<file path="src/rtl/pipe_adder.sv">
// rtl/pipe_adder.sv - Pipelined segmented ripple-carry adder with valid/ready flow control
// Define PIPE_ADDER_SUB_EN to add the SUB port (X - Y mode).
module pipe_adder #(
   parameter int WIDTH = 32,
   parameter int SEG   = 8
) (
   input  logic             CLK,
   input  logic             RST_N,
   input  logic             IN_VALID,
   output logic             IN_READY,
   input  logic [WIDTH-1:0] X,
   input  logic [WIDTH-1:0] Y,
   input  logic             Z,
`ifdef PIPE_ADDER_SUB_EN
   input  logic             SUB,
`endif
   output logic             OUT_VALID,
   input  logic             OUT_READY,
   output logic [WIDTH-1:0] S,
   output logic             C,
   output logic             V
);

   localparam int STAGES = WIDTH / SEG;

   logic [STAGES-1:0] vld;
   logic [STAGES-1:0] adv;
   logic [STAGES-1:0] cr;
   logic [WIDTH-1:0]  xr [STAGES];
   logic [WIDTH-1:0]  yr [STAGES];
   logic [WIDTH-1:0]  sr [STAGES];
   logic              v_r;

   logic [STAGES-1:0] v_in;
   logic [STAGES-1:0] c_in;
   logic [WIDTH-1:0]  x_in [STAGES];
   logic [WIDTH-1:0]  y_in [STAGES];
   logic [WIDTH-1:0]  s_in [STAGES];

   logic [STAGES-1:0] c_nx;
   logic [WIDTH-1:0]  s_nx [STAGES];
   logic              v_nx;

   logic [WIDTH-1:0]  y_eff;
   logic              z_eff;

   // Subtract folds into the add path: invert Y at entry and force carry-in.
`ifdef PIPE_ADDER_SUB_EN
   assign y_eff = SUB ? ~Y : Y;
   assign z_eff = SUB | Z;
`else
   assign y_eff = Y;
   assign z_eff = Z;
`endif

   // A stage may move unless it and every stage after it is full and the output is stalled.
   always_comb begin
      logic tail_full;
      tail_full = 1'b1;
      adv       = '0;
      for (int k = 0; k < STAGES; k++) begin
         tail_full = 1'b1;
         for (int j = k; j < STAGES; j++) begin
            tail_full = tail_full & vld[j];
         end
         adv[k] = !tail_full || OUT_READY;
      end
   end

   always_comb begin
      x_in[0] = X;
      y_in[0] = y_eff;
      s_in[0] = '0;
      c_in    = '0;
      v_in    = '0;
      c_in[0] = z_eff;
      v_in[0] = IN_VALID;
      for (int k = 1; k < STAGES; k++) begin
         x_in[k] = xr[k-1];
         y_in[k] = yr[k-1];
         s_in[k] = sr[k-1];
         c_in[k] = cr[k-1];
         v_in[k] = vld[k-1];
      end
   end

   always_comb begin
      logic [SEG:0] seg;
      seg  = '0;
      c_nx = '0;
      for (int k = 0; k < STAGES; k++) begin
         seg = {1'b0, x_in[k][k*SEG +: SEG]} + {1'b0, y_in[k][k*SEG +: SEG]}
             + {{SEG{1'b0}}, c_in[k]};
         s_nx[k]                = s_in[k];
         s_nx[k][k*SEG +: SEG]  = seg[SEG-1:0];
         c_nx[k]                = seg[SEG];
      end
      // Carry into the MSB recovered from the MSB sum bit.
      v_nx = x_in[STAGES-1][WIDTH-1] ^ y_in[STAGES-1][WIDTH-1]
           ^ s_nx[STAGES-1][WIDTH-1] ^ c_nx[STAGES-1];
   end

   always_ff @(posedge CLK) begin
      if (!RST_N) begin
         vld <= '0;
         cr  <= '0;
         v_r <= 1'b0;
         for (int k = 0; k < STAGES; k++) begin
            xr[k] <= '0;
            yr[k] <= '0;
            sr[k] <= '0;
         end
      end else begin
         for (int k = 0; k < STAGES; k++) begin
            if (adv[k]) begin
               vld[k] <= v_in[k];
            end
            if (adv[k] && v_in[k]) begin
               xr[k] <= x_in[k];
               yr[k] <= y_in[k];
               sr[k] <= s_nx[k];
               cr[k] <= c_nx[k];
            end
         end
         if (adv[STAGES-1] && v_in[STAGES-1]) begin
            v_r <= v_nx;
         end
      end
   end

   assign IN_READY  = adv[0];
   assign OUT_VALID = vld[STAGES-1];
   assign S         = sr[STAGES-1];
   assign C         = cr[STAGES-1];
   assign V         = v_r;

endmodule
</file>
<file path="config.mk">
export PLATFORM = sky130hd
export DESIGN_NAME = pipe_adder
export DESIGN_NICKNAME = d
export VERILOG_FILES = /design/src/rtl/pipe_adder.sv
export SDC_FILE = /design/constraint.sdc
export NUM_CORES = 1
export LEC_CHECK = 0
export CAP_MARGIN = 10
export CORE_MARGIN = 4
export CORE_UTILIZATION = 50
export DETAILED_ROUTE_END_ITERATION = 10
export PLACE_DENSITY = 0.84
export SYNTH_ARGS = -nofsm -noshare
export SYNTH_HDL_FRONTEND = slang
export SYNTH_SLANG_ARGS = --single-unit
</file>
<file path="constraint.sdc">
create_clock -name CLK -period 5.05 [get_ports CLK]
set_clock_uncertainty 0.15 [all_clocks]
set_input_delay 1.515 -clock CLK [delete_from_list [all_inputs] [get_ports CLK]]
set_output_delay 1.515 -clock CLK [all_outputs]
set_load 0.01 [all_outputs]
</file>
==> reports/qor.log, run 1 <==
INFO  global_routing grt.total_usage=15.2%
INFO  finish         layout.area.seq=5470um^2
INFO  timing         timing_hold_violations_final=0
INFO  logic_synthesis synth_seq_area_share=67.2%
INFO  finish         drive_gt1_share=10.2%
INFO  status         outcome=completed
INFO  global_routing grt_pass1_wl=22.1mm
INFO  floorplanning  die_h=136um
INFO  floorplanning  io_pins=105
INFO  timing         timing_max_transition_violations_final=0
INFO  setup_path     critical_path_class=input pin to output port
INFO  clock_tree     postCtsSetupBuffers=0
INFO  logic_synthesis synth_largest_area_cell=edfxtp_1
INFO  global_routing grt_start_max_net_pins=57
INFO  timing         setup_repair_after_global_routing_missed_its_margin=false
INFO  timing         worst_pin_slew=1.12ns
INFO  timing         max_freq=0.216GHz
INFO  timing         max_slew_margin=25.2%
INFO  logic_synthesis mappedNetlistArea=8140um^2
INFO  setup_path     r2r_start=xr[0][88]$_SDFFCE_PN0P_
INFO  placed_design  portBuffers=104
INFO  logic_synthesis synth_top_area_share=65.0%
INFO  setup_path     reg_to_reg_critical_path_endpoint=V$_SDFFE_PN0P_
INFO  clock_tree     clk_path_buf_depth=2
INFO  hold_path      worst_hold_path.num_cells=2
INFO  power          power.density=337nW/um^2
INFO  floorplanning  cell_rows=46
INFO  clock_tree     cts_htree_levels=4
INFO  clock_tree     clkSlewWorstSetupHoldPaths=0.06ns
INFO  job            maxCapViolations=0
INFO  clock_tree     numClockSinks=185
INFO  timing         finalWorstSetupSlack=0.412ns
INFO  finish         antenna-diode-count=0
INFO  timing         timing.final.crit_period=4.64ns
INFO  routing        dr.first_iter.drc_count=298
INFO  finish         final_nets=781
INFO  logic_synthesis synth-async-reset-ratio=0%
INFO  routing        detail_route.drc_violations=0
INFO  setup_path     timing.critical_path.fanout_max=4
INFO  logic_synthesis yosys_warning_total=0
INFO  hold_path      hold_class=flip-flop to flip-flop
INFO  routing        via_count=4,506
INFO  logic_synthesis synth_fp_nets=675
INFO  setup_path     start_kind=input pin
INFO  routing        drtAntennaViolNets=0
INFO  logic_synthesis number_of_enable_flip_flop_cells_after_synthesis=176
INFO  power          leakage=4.03nW
INFO  clock_tree     tritoncts.num_buffers=17
INFO  timing         setup-violations-final=0
INFO  finish         final_layout_fill_cell_count=1,158
INFO  logic_synthesis postSynthRegisterBits=185
INFO  logic_synthesis post-synth-top-count-cell=edfxtp_1
INFO  placed_design  dpl_cell_area=9350um^2
INFO  logic_synthesis synthTopCellsByCount=edfxtp_1, and2_1, and3_1, and2_4, nor2_1
INFO  floorplanning  die_w=136um
INFO  routing        viasPerCell=4.98
INFO  setup_path     worst_ep_arrival_time=2.97ns
INFO  floorplanning  fp.dieArea=18,400um^2
INFO  finish         area_of_combinational_cells_with_multiple_inputs=2490um^2
INFO  power          ir_worst_vdd=0.266mV
INFO  setup_path     worstPathRequired=3.39ns
INFO  hold_path      hp-start=cr[3]$_SDFFE_PN0P_
INFO  placed_design  post-place-ws=0.421ns
INFO  finish         syn_to_final_growth=22.2%
INFO  routing        route.final.wire_length=13.4mm
INFO  clock_tree     clock_insertion_delay_worst_skew=0.42ns
INFO  global_routing antenna_found_initial=0
INFO  clock_tree     cts_hold_repair.buffers=0
INFO  routing        routedWlPerCell=14.8um
INFO  timing         setup_tns=0ns
INFO  placed_design  place.gp.congestion=0.778
INFO  logic_synthesis yosys-top-cells-area=edfxtp_1, and2_1, ha_1
INFO  floorplanning  initial_cell_density_of_the_core=51.0%
INFO  finish         postLayoutCellArea=9940um^2
INFO  hold_path      hold_end=cr[3]$_SDFFE_PN0P_
INFO  routing        drt-pass1-iter-count=5
INFO  logic_synthesis synth_cell_types=43
INFO  logic_synthesis synthesis.area_per_instance=14.3um^2
INFO  logic_synthesis netlist_instances=570
INFO  clock_tree     clk_root_buffer_cell=clkbuf_16
INFO  global_routing globalRouteOverflowTotal=0
INFO  clock_tree     cts.repair.resized=0
INFO  timing         finalHoldWorstSlack=0.338ns
INFO  logic_synthesis synth_flop_cell=edfxtp_1
INFO  placed_design  detailed_place_hpwl=9.45mm
INFO  floorplanning  placeable_core_area=15,900um^2
INFO  setup_path     reg2reg_setup_slack=2.30ns
INFO  setup_path     critPathCaptureType=output port
INFO  clock_tree     cts_tree=built
INFO  global_routing grt_pass1_vias=4,695
INFO  timing         min_period_over_period=91.8%
INFO  setup_path     worst_r2r_path_depth=7
-- logic make-up after synthesis --
logic type / after synthesis / share of synthesized area [%]
AO/OA/AOI/OAI: 64 / 4.86
XOR/XNOR: 15 / 1.61
adder cells (fa/ha/maj): 36 / 6.27
buffers and inverters: 36 / 2.25
flip-flops: 185 / 67.2
multiplexers: 5 / 0.615
AND/OR/NAND/NOR: 229 / 17.2
-- layer usage --
layer,vias up,global-route usage (%),part of all wire [%]
li1,2268,-,-
met5,-,0,0
met3,27,3.57,5.4
met4,0,6.94,2.5
met1,2081,18.7,43
met2,130,25.6,50
-- placed cells by master (no fill, tap or decap), types with 5 or more instances in the layout --
master | synthesis | final
edfxtp_1 | 176 | 176
ha_1 | 28 | 28
and3_1 | 43 | 43
a21o_1 | 9 | 9
clkdlybuf4s50_1 | 0 | 104
buf_4 | 0 | 5
o21bai_1 | 5 | 5
xnor2_1 | 12 | 12
fa_1 | 8 | 8
mux2i_1 | 5 | 5
clkbuf_16 | 0 | 17
dfxtp_1 | 9 | 9
and2_4 | 29 | 29
o21ai_0 | 12 | 12
and2_1 | 82 | 82
nor3_1 | 5 | 5
a21oi_1 | 21 | 21
inv_1 | 13 | 12
nor2_1 | 29 | 29
nand2_1 | 15 | 14
nand3_1 | 7 | 7
-- area by class of cell --
class | count | share of cell area [%]
Inverter | 13 | 0.491
Clock buffer | 17 | 4.28
Multi-Input combinational cell | 349 | 25.1
Sequential cell | 185 | 55.0
Clock inverter | 14 | 1.33
Timing Repair Buffer | 110 | 11.1
Tap cell | 216 | 2.72
-- report_power, final --
group | total [mW] | switching (mW) | internal, mW | leakage, nW
Combinational | 0.297 | 0.147 | 0.150 | 1.79
Sequential | 1.80 | 0.0277 | 1.77 | 1.97
Clock | 1.25 | 0.529 | 0.718 | 0.261
Total | 3.35 | 0.704 | 2.64 | 4.03
-- sequential cells by signal, summed over array words and instances, names as in the netlist --
register and flops:
vld 4, xr 48, yr 48, sr 80
V 1, cr 4
-- how the worst max path moves through the flow --
stage,slack (ns),endpoint,depth (start not counted),startpoint
3_3_place_gp,0.45,IN_READY,4,OUT_READY
5_1_grt,0.36,IN_READY,4,OUT_READY
2_1_floorplan,1.43,sr[0][0]$_SDFFCE_PN0P_,5,RST_N
6_report,0.41,IN_READY,4,OUT_READY
4_1_cts,0.41,IN_READY,4,OUT_READY
3_5_place_dp,0.42,IN_READY,4,OUT_READY
-- per-stage QoR --
| step | util [%] | power [mW] | cells |
|---|---|---|---|
| 6_report | 62.3 | 3.35 | 904 |
| 5_1_grt | 62.3 | 3.47 | 904 |
| 4_1_cts | 62.2 | 3.37 | 903 |
| 3_5_place_dp | 58.7 | 2.13 | 872 |
| 3_3_place_gp | 58.7 | 2.11 | 872 |
| 2_1_floorplan | - | 2.00 | 570 |
-- worst max-delay path, cell delays in order --
cell and delay [ns]:
clkdlybuf4s50_1 0.46, and4b_4 0.38, nand2_2 0.09, clkdlybuf4s50_1 0.52
(Power assumes the default switching activity.)
==> run 2: changes to the inputs <==
- CORE_ASPECT_RATIO: not set -> 0.9
==> run 2 against run 1 <==
  * Worst setup slack better by 0.044 ns
  * Maximum frequency up 0.97%
  * Critical path type unchanged
  * Routed wire length decreased by 1.7%
  * Final cell count fell by 1.5%
==> reports/qor.log, run 2 (synthesized netlist as in run 1, its figures left out) <==
INFO  timing         timing_max_transition_violations_final=0
INFO  global_routing gr-max-usage-layer=met2
INFO  power          cellInternalPower=2.60mW
INFO  global_routing grt_use_met1=20.8%
INFO  finish         final_layout_fill_cell_count=1,103
INFO  global_routing grt_pass1_wl=21.5mm
INFO  global_routing met2_usage=22.6%
INFO  clock_tree     cts_hold_repair.buffers=0
INFO  clock_tree     clock_insertion_delay_worst_skew=0.43ns
INFO  finish         final_nets=780
INFO  routing        routedWlPerCell=14.8um
INFO  global_routing grt_start_max_net_pins=57
INFO  power          power_frac_seq=54.3%
INFO  clock_tree     cts_htree_levels=4
INFO  finish         layout_top_registers=sr x80, xr x48, yr x48
INFO  power          ir_worst_vdd=0.247mV
INFO  placed_design  portBuffers=104
INFO  finish         largest_reg_flops=80
INFO  global_routing grt.total_usage=14.9%
INFO  routing        dr.first_iter.drc_count=199
INFO  finish         antenna-diode-count=0
INFO  clock_tree     clk_root_buffer_cell=clkbuf_16
INFO  power          power.switching=0.719mW
INFO  setup_path     cp_slowest_cell=clkdlybuf4s50_1
INFO  timing         max_freq=0.218GHz
INFO  timing         timing.final.crit_period=4.59ns
INFO  global_routing antenna_found_initial=0
INFO  setup_path     worstPathCellList=clkdlybuf4s50_1, and4b_4, nand2_2, clkdlybuf4s50_1
INFO  floorplanning  placeable_core_area=15,700um^2
INFO  placed_design  detailed_place_hpwl=9.49mm
INFO  floorplanning  initial_cell_density_of_the_core=51.8%
INFO  finish         layout.cells.most_common_list=edfxtp_1, clkdlybuf4s50_1, and2_1, and3_1
INFO  job            maxCapViolations=0
INFO  timing         worst_pin_slew=1.12ns
INFO  placed_design  place.gp.congestion=0.813
INFO  routing        route.final.wire_length=13.2mm
INFO  routing        drt-pass1-iter-count=5
INFO  setup_path     path_common_cell=clkdlybuf4s50_1
INFO  timing         setup_repair_after_global_routing_missed_its_margin=false
INFO  power          power.density=335nW/um^2
INFO  finish         finish.utilization=63.1%
INFO  floorplanning  die_h=129um
INFO  setup_path     worstPathRequired=3.39ns
INFO  floorplanning  die_w=142um
INFO  floorplanning  cell_rows=43
INFO  clock_tree     cts_tree=built
INFO  status         outcome=completed
INFO  global_routing grt_pass1_vias=4,449
INFO  setup_path     worst_ep_arrival_time=2.93ns
INFO  timing         setup-violations-final=0
INFO  routing        via_count=4,503
INFO  setup_path     critical_path_class=input pin to output port
INFO  finish         final_common_cell=edfxtp_1
INFO  clock_tree     cts.repair.resized=0
INFO  clock_tree     clk_path_buf_depth=2
INFO  finish         syn_to_final_growth=21.8%
INFO  floorplanning  fp.dieArea=18,400um^2
INFO  finish         top_reg_by_flops=sr
INFO  setup_path     total_buffers_and_inverters_traversed_by_the_critical_path=2
INFO  setup_path     critPathCaptureType=output port
INFO  setup_path     start_kind=input pin
INFO  setup_path     timing.critical_path.fanout_max=4
INFO  timing         setup_tns=0ns
INFO  setup_path     worst_path_largest_cell_delay=0.52ns
INFO  clock_tree     clkSlewWorstSetupHoldPaths=0.06ns
INFO  power          p_sw_share=21.7%
INFO  timing         max_slew_margin=25.5%
INFO  setup_path     cp_top_family=buffers and inverters
INFO  floorplanning  io_pins=105
INFO  power          share_comb_of_total_power=8.9%
INFO  routing        viasPerCell=5.06
INFO  global_routing grt_use_met3=3.28%
INFO  clock_tree     postCtsSetupBuffers=0
INFO  power          clock_power_share=36.9%
INFO  routing        detail_route.drc_violations=0
INFO  finish         drive_gt1_share=10.3%
INFO  clock_tree     numClockSinks=185
INFO  power          leakage=4.03nW
INFO  hold_path      hold_class=flip-flop to flip-flop
INFO  clock_tree     tritoncts.num_buffers=17
INFO  timing         timing_hold_violations_final=0
INFO  routing        drtAntennaViolNets=0
INFO  global_routing globalRouteOverflowTotal=0
INFO  timing         min_period_over_period=91.0%
==> run 2: tightest hold or removal path, stage by stage, from the launching register on <==
cell	delay, ns
dfxtp_1	0.31
nand3_1	0.06
o21ai_0	0.07
==> run 2: metrics by stage <==
stage | instances | setup WS, ns | hold slack (ns) | area (um^2) | power [mW]
global placement | 857 | 0.473 | 0.313 | 9330 | 2.11
finish | 890 | 0.457 | 0.346 | 9910 | 3.32
detailed placement | 857 | 0.465 | 0.325 | 9330 | 2.13
global route | 890 | 0.416 | 0.366 | 9910 | 3.44
floorplan | 570 | 1.43 | 0.314 | 8140 | 2.00
CTS | 889 | 0.456 | 0.340 | 9880 | 3.34
==> run 2: final timing paths <==
kind	end	slack, ns	start	depth (start not counted)
worst min-delay path	cr[3]$_SDFFE_PN0P_	0.35	cr[3]$_SDFFE_PN0P_	2
worst max register to register	V$_SDFFE_PN0P_	2.23	xr[0][88]$_SDFFCE_PN0P_	7
worst min register to register	cr[3]$_SDFFE_PN0P_	0.35	cr[3]$_SDFFE_PN0P_	2
worst max-delay path	IN_READY	0.46	OUT_READY	4
==> run 2: power groups by stage <==
stage          registers [mW]  clock network (mW)  logic [mW]
4_1_cts                  1.80                1.24       0.292
5_1_grt                  1.81                1.30       0.325
3_5_place_dp             1.84                   0       0.291
6_report                 1.80                1.23       0.294
3_3_place_gp             1.83                   0       0.279
2_1_floorplan            1.83                   0       0.168
==> run 2: final cells by class <==
cell class	instances	area (um^2)	share of cell area (%)
Multi-Input combinational cell	349	2490	25.1
Clock buffer	17	425	4.29
Sequential cell	185	5470	55.2
Tap cell	202	253	2.55
Timing Repair Buffer	109	1100	11.1
Clock inverter	15	126	1.28
Inverter	13	48.8	0.492
==> run 2: routing by layer <==
metal  up-vias  share of wire [%]
met5         -                  0
met4         0                2.1
met3        22                5.3
met2       131                 45
met1      2077                 47
li1       2273                  -
